--- config.mk ---
export PLATFORM = sky130hd
export DESIGN_NAME = hippo_lsu
export DESIGN_NICKNAME = d
export VERILOG_FILES = /design/src/rtl/hippo_lsu_pkg.sv /design/src/rtl/hippo_lsu.sv
export SDC_FILE = /design/constraint.sdc
export NUM_CORES = 1
export LEC_CHECK = 0
export ABC_AREA = 1
export BUFFER_PORTS_ARGS = -buffer_cell sky130_fd_sc_hd__clkbuf_2
export CORE_MARGIN = 4
export CORE_UTILIZATION = 42
export CTS_CLUSTER_DIAMETER = 150
export CTS_CLUSTER_SIZE = 30
export DETAILED_ROUTE_END_ITERATION = 6
export HOLD_SLACK_MARGIN = 0.02
export PLACE_DENSITY = 0.82
export SLEW_MARGIN = 10
export SYNTH_ARGS = -nofsm -noshare
export SYNTH_HDL_FRONTEND = slang
export SYNTH_SLANG_ARGS = --single-unit
--- constraint.sdc ---
create_clock -name clk_i -period 2.2 [get_ports clk_i]
set_input_delay 0.11 -clock clk_i [delete_from_list [all_inputs] [get_ports clk_i]]
set_output_delay 0.11 -clock clk_i [all_outputs]
set_load 0.02 [all_outputs]
--- src/rtl/hippo_lsu_pkg.sv ---
// Shared types for the hippo load/store stage: memory access width,
// LSU state encoding, data-memory address width, and a width-to-bytes helper.
package hippo_lsu_pkg;

  // Byte-address width of data memory.
  localparam int unsigned DMemAddrWidth = 12;

  // Access width as understood by interleaved_memory; 2'b11 is not a legal width.
  typedef enum logic [1:0] {
    BYTE     = 2'b00,
    HALFWORD = 2'b01,
    WORD     = 2'b10
  } mem_width_t;

  typedef enum logic [1:0] {
    IDLE = 2'b00,
    MEM  = 2'b01,
    RESP = 2'b10
  } lsu_state_t;

  // Number of bytes touched by an access; 0 flags an illegal width.
  function automatic logic [2:0] width_bytes(input mem_width_t w);
    case (w)
      BYTE:     width_bytes = 3'd1;
      HALFWORD: width_bytes = 3'd2;
      WORD:     width_bytes = 3'd4;
      default:  width_bytes = 3'd0;
    endcase
  endfunction

endpackage

--- src/rtl/hippo_lsu.sv ---
// hippo_lsu: load/store request stage in front of interleaved_memory.
// Accepts one request at a time, forwards it to memory, captures the
// next-cycle read data and returns it as a registered response.
// Out-of-range and illegal-width accesses get an error response without
// touching memory. Define HIPPO_LSU_MISALIGN_TRAP_EN to also reject
// misaligned HALFWORD/WORD accesses.
module hippo_lsu
  import hippo_lsu_pkg::*;
#(
  parameter int unsigned AddrWidth    = DMemAddrWidth,
  parameter bit          StoreRspZero = 1'b1
) (
  input  logic                 clk_i,
  input  logic                 rst_ni,
  input  logic                 req_valid_i,
  output logic                 req_ready_o,
  input  logic                 req_we_i,
  input  mem_width_t           req_width_i,
  input  logic                 req_sign_extend_i,
  input  logic [AddrWidth-1:0] req_addr_i,
  input  logic [31:0]          req_data_i,
  output logic                 rsp_valid_o,
  input  logic                 rsp_ready_i,
  output logic [31:0]          rsp_data_o,
  output logic                 rsp_err_o,
  output mem_width_t           mem_width_o,
  output logic                 mem_sign_extend_o,
  output logic [AddrWidth-1:0] mem_addr_o,
  output logic [31:0]          mem_data_o,
  output logic                 mem_we_o,
  input  logic [31:0]          mem_data_i
);

  lsu_state_t          state_q;
  logic                rsp_valid_q;
  logic [31:0]         rsp_data_q;
  logic                rsp_err_q;
  logic                store_q;

  logic [2:0]          nbytes;
  logic [AddrWidth:0]  last_addr;
  logic                width_bad;
  logic                range_bad;
  logic                misalign;
  logic                err;
  logic                accept;

  // Request check: illegal width, or last touched byte beyond the address space
  // (computed one bit wider so the sum cannot wrap).
  always_comb begin
    nbytes    = width_bytes(req_width_i);
    width_bad = (nbytes == 3'd0);
    last_addr = {1'b0, req_addr_i} + {{(AddrWidth-2){1'b0}}, nbytes}
              - {{AddrWidth{1'b0}}, 1'b1};
    range_bad = last_addr[AddrWidth];
`ifdef HIPPO_LSU_MISALIGN_TRAP_EN
    misalign  = ((req_width_i == HALFWORD) && req_addr_i[0]) ||
                ((req_width_i == WORD) && (req_addr_i[1:0] != 2'b00));
`else
    misalign  = 1'b0;
`endif
    err       = width_bad | range_bad | misalign;
  end

  // Request ready depends on state; in RESP a new request rides on the response handshake.
  always_comb begin
    case (state_q)
      IDLE:    req_ready_o = 1'b1;
      RESP:    req_ready_o = rsp_ready_i;
      default: req_ready_o = 1'b0;
    endcase
  end

  assign accept            = req_valid_i & req_ready_o;
  assign mem_width_o       = req_width_i;
  assign mem_sign_extend_o = req_sign_extend_i;
  assign mem_addr_o        = req_addr_i;
  assign mem_data_o        = req_data_i;
  assign mem_we_o          = accept & req_we_i & ~err;

  assign rsp_valid_o = rsp_valid_q;
  assign rsp_data_o  = rsp_data_q;
  assign rsp_err_o   = rsp_err_q;

  // Control FSM with registered response outputs.
  always_ff @(posedge clk_i or negedge rst_ni) begin
    if (!rst_ni) begin
      state_q     <= IDLE;
      rsp_valid_q <= 1'b0;
      rsp_data_q  <= '0;
      rsp_err_q   <= 1'b0;
      store_q     <= 1'b0;
    end else begin
      case (state_q)
        // IDLE and RESP share the accept path; accept already folds in rsp_ready_i for RESP.
        IDLE, RESP: begin
          if (accept) begin
            if (err) begin
              state_q     <= RESP;
              rsp_valid_q <= 1'b1;
              rsp_data_q  <= '0;
              rsp_err_q   <= 1'b1;
            end else begin
              state_q     <= MEM;
              rsp_valid_q <= 1'b0;
              store_q     <= req_we_i;
            end
          end else if ((state_q == RESP) && rsp_ready_i) begin
            state_q     <= IDLE;
            rsp_valid_q <= 1'b0;
          end
        end
        MEM: begin
          state_q     <= RESP;
          rsp_valid_q <= 1'b1;
          rsp_err_q   <= 1'b0;
          rsp_data_q  <= (store_q && StoreRspZero) ? '0 : mem_data_i;
        end
        default: begin
          state_q     <= IDLE;
          rsp_valid_q <= 1'b0;
        end
      endcase
    end
  end

endmodule

==> metrics.txt <==
status complete, no violations; ratio of final minimum period to clock period 0.9497; P per Cell Area roughly 800 mW/mm^2; Rel. slew slack 0.4299; first-pass GRT wire length 8480 um; Antenna diodes 0; drt via density 4.602; P&R area growth vs syn 13.31%; H-tree depth 2; fin. max-slew vios 0; worst slew pin tran about 0.86 ns; vias in the first global route between 1500 and 2000; Die X around 83 um; Nets 423; synth unique cells 23; Clock Skews 0.004262 ns; CP required 2.09 ns; commonest non-fill, non-tap cell in the layout clkbuf_2; Post-Place Worst Slack -0.04095 ns; Iteration-0 DRC Markers 48; critical path peak fanout 3; Reg clk slew, reported paths roughly 0.070 ns; Avg Inst Size Synth 8.908 sq um; Finish-stage setup viols 0; share of layout cells above drive strength 1 0.4679; Pre-antenna DRT Iters 4; Root Driver clkbuf_8; Pleak roughly 1.6 nW; Synth Register Bits 36; fillers around 540; Seq/Total Area, Yosys 0.3787; crit path setup slack, layout around 0.11 ns; total gr overflow 0; DRC 0; PortBufs 100; Netlist Area Pre-Place around 0.0024 sq mm; PnR Total Power roughly 2.2 mW; WL/cell 13.10 um; sequential cell area 900.9 sq um; maximum vdd ir drop roughly 0.29 mV; Max Clk Rate roughly 480 MHz; CTS tree done; largest net degree at the start of global routing 37; Yosys warning count 0; GRT Total Usage 0.1495; multi-input logic area about 960 sq um; Worst setup EP type primary output; min Tclk post-route ~2.1 ns; Die Area slightly below 0.007 sq mm; CP arrival ~2.0 ns; post-DP HPWL approximately 4200 um; total CTS buffers 5; routed wire length ~5200 um; largest area contributor in the synthesized netlist dfrtp_1; final hold viol count 0; synth top area cells dfrtp_1, buf_4, nand2_1, nand3_2, ha_1; syn nets between 300 and 400; initial core utilization 0.4319; most frequent cells in the layout clkbuf_2, nand2_1, dfrtp_1, nand3_2, inv_1; CTS max path bufs 2; Setup Buffers After CTS 0; startpoint types primary input; core area about 0.0055 sq mm; Hold WC Path Type in2reg; Setup TNS Final 0 ns; CP Class in2out; I/O pin total roughly 170; fin util 0.4894; latest clock arrival within the worst-skew pair roughly 0.28 ns; Die Y-Extent 83.26 um; initial antenna violation count 0; max-cap violations 0; Final GP Congestion between 0.7 and 0.8; row count 27; Synth Instances 267; r2r setup slk approximately 0.67 ns; final antenna-violating net count 0; TritonCTS Sinks 36; top cell type's share of synthesized area 0.3787; via count 1836
## Yosys cell counts
| library cell | number |
|---|---|
| ha_1 | 12 |
| a21o_1 | 1 |
| nand2_2 | 3 |
| o21ai_0 | 2 |
| buf_4 | 47 |
| nand3_1 | 5 |
| nand2_1 | 83 |
| clkbuf_1 | 3 |
| nand3_4 | 1 |
| or2_2 | 1 |
| o211ai_1 | 1 |
| nand2_8 | 1 |
| and2_1 | 1 |
| buf_6 | 2 |
| dfrtp_1 | 36 |
| nor2_1 | 7 |
| buf_12 | 3 |
| nand4_2 | 1 |
| inv_1 | 23 |
| a21oi_1 | 3 |
| nor2_2 | 1 |
| clkbuf_8 | 1 |
| nand3_2 | 29 |
## state kept, by name (all words and copies together) (netlist names)
signal,cells
store_q,1
rsp_data_o,32
rsp_err_o,1
state_q,2
## through the flow
stage	area, sq um	cells	hold WS [ns]
after floorplan	2379	267	-0.1856
after global placement	2556	389	0.2201
after detailed placement	2556	389	0.2201
after CTS	2674	399	0.02479
after global routing	2695	399	0.03100
final	2695	399	0.02774
## where the power goes
group / leakage [nW] / switching, mW / total, mW / internal [mW]
Sequential: 0.483 / 0.107 / 0.923 / 0.816
Combinational: 1.09 / 0.525 / 0.811 / 0.287
Clock: 0.0410 / 0.210 / 0.424 / 0.215
## layout make-up
cell class	instances	area share
clock buffers	6	0.02693
clock inverters	1	0.001857
inverters	23	0.03203
multi-input cells	152	0.3556
flip-flops and latches	36	0.3343
well taps	72	0.03343
repair buffers	109	0.2159
## per-layer routing
| metal | routed length (um) | part of all wire | global-route usage | up-vias |
|---|---|---|---|---|
| met1 | 1962 | 0.38 | 0.1620 | 841 |
| met3 | 371 | 0.071 | 0.03075 | 26 |
| li1 | - | - | - | 906 |
| met5 | 0 | 0 | 0 | - |
| met2 | 2629 | 0.50 | 0.2609 | 63 |
| met4 | 261 | 0.050 | 0.09955 | 0 |
## critical path: stages
cell and delay, ns:
clkbuf_2 0.09, inv_1 0.05, or2_4 0.24, ha_4 0.26, inv_1 0.03, ha_1 0.28
nand2_1 0.06, nor2_1 0.04, nand2_1 0.05, nand2_1 0.06, nand2_2 0.08, nand3_2 0.06
nand2_2 0.08, nand3_4 0.11, nor2_4 0.15, nand2_2 0.06, inv_1 0.07, buf_6 0.11
## cells by family after synthesis
group | synth area share
DFF | 0.3787
AOI/OAI and AO/OA | 0.01683
and+or+nand+nor | 0.3114
adders and majority gates | 0.06312
buffers and inverters | 0.2299
## repair_timing
item / in CTS / in global routing
endpoints found under the hold margin: 38 / 0
endpoints found under the setup margin: 1 / 1
hold buffers: 3 / 0
gates resized for setup: 3 / 5
pin swaps: 0 / 1
## path summary, 6_finish.rpt
| path | start | to | cells after the start |
|---|---|---|---|
| setup / recovery | req_width_i[1] | mem_we_o | 18 |
| hold / removal | mem_data_i[5] | rsp_data_o[5]$_DFFE_PN0P_ | 3 |
| setup reg to reg | state_q[1]$_DFFE_PN0P_ | rsp_data_o[28]$_DFFE_PN0P_ | 8 |
| hold reg to reg | rsp_data_o[29]$_DFFE_PN0P_ | rsp_data_o[29]$_DFFE_PN0P_ | 2 |
| max in group asynchronous | rst_ni | state_q[0]$_DFFE_PN0P_ | 2 |
| min in group asynchronous | rst_ni | rsp_data_o[23]$_DFFE_PN0P_ | 2 |
Power figures use the tool's default switching activity.
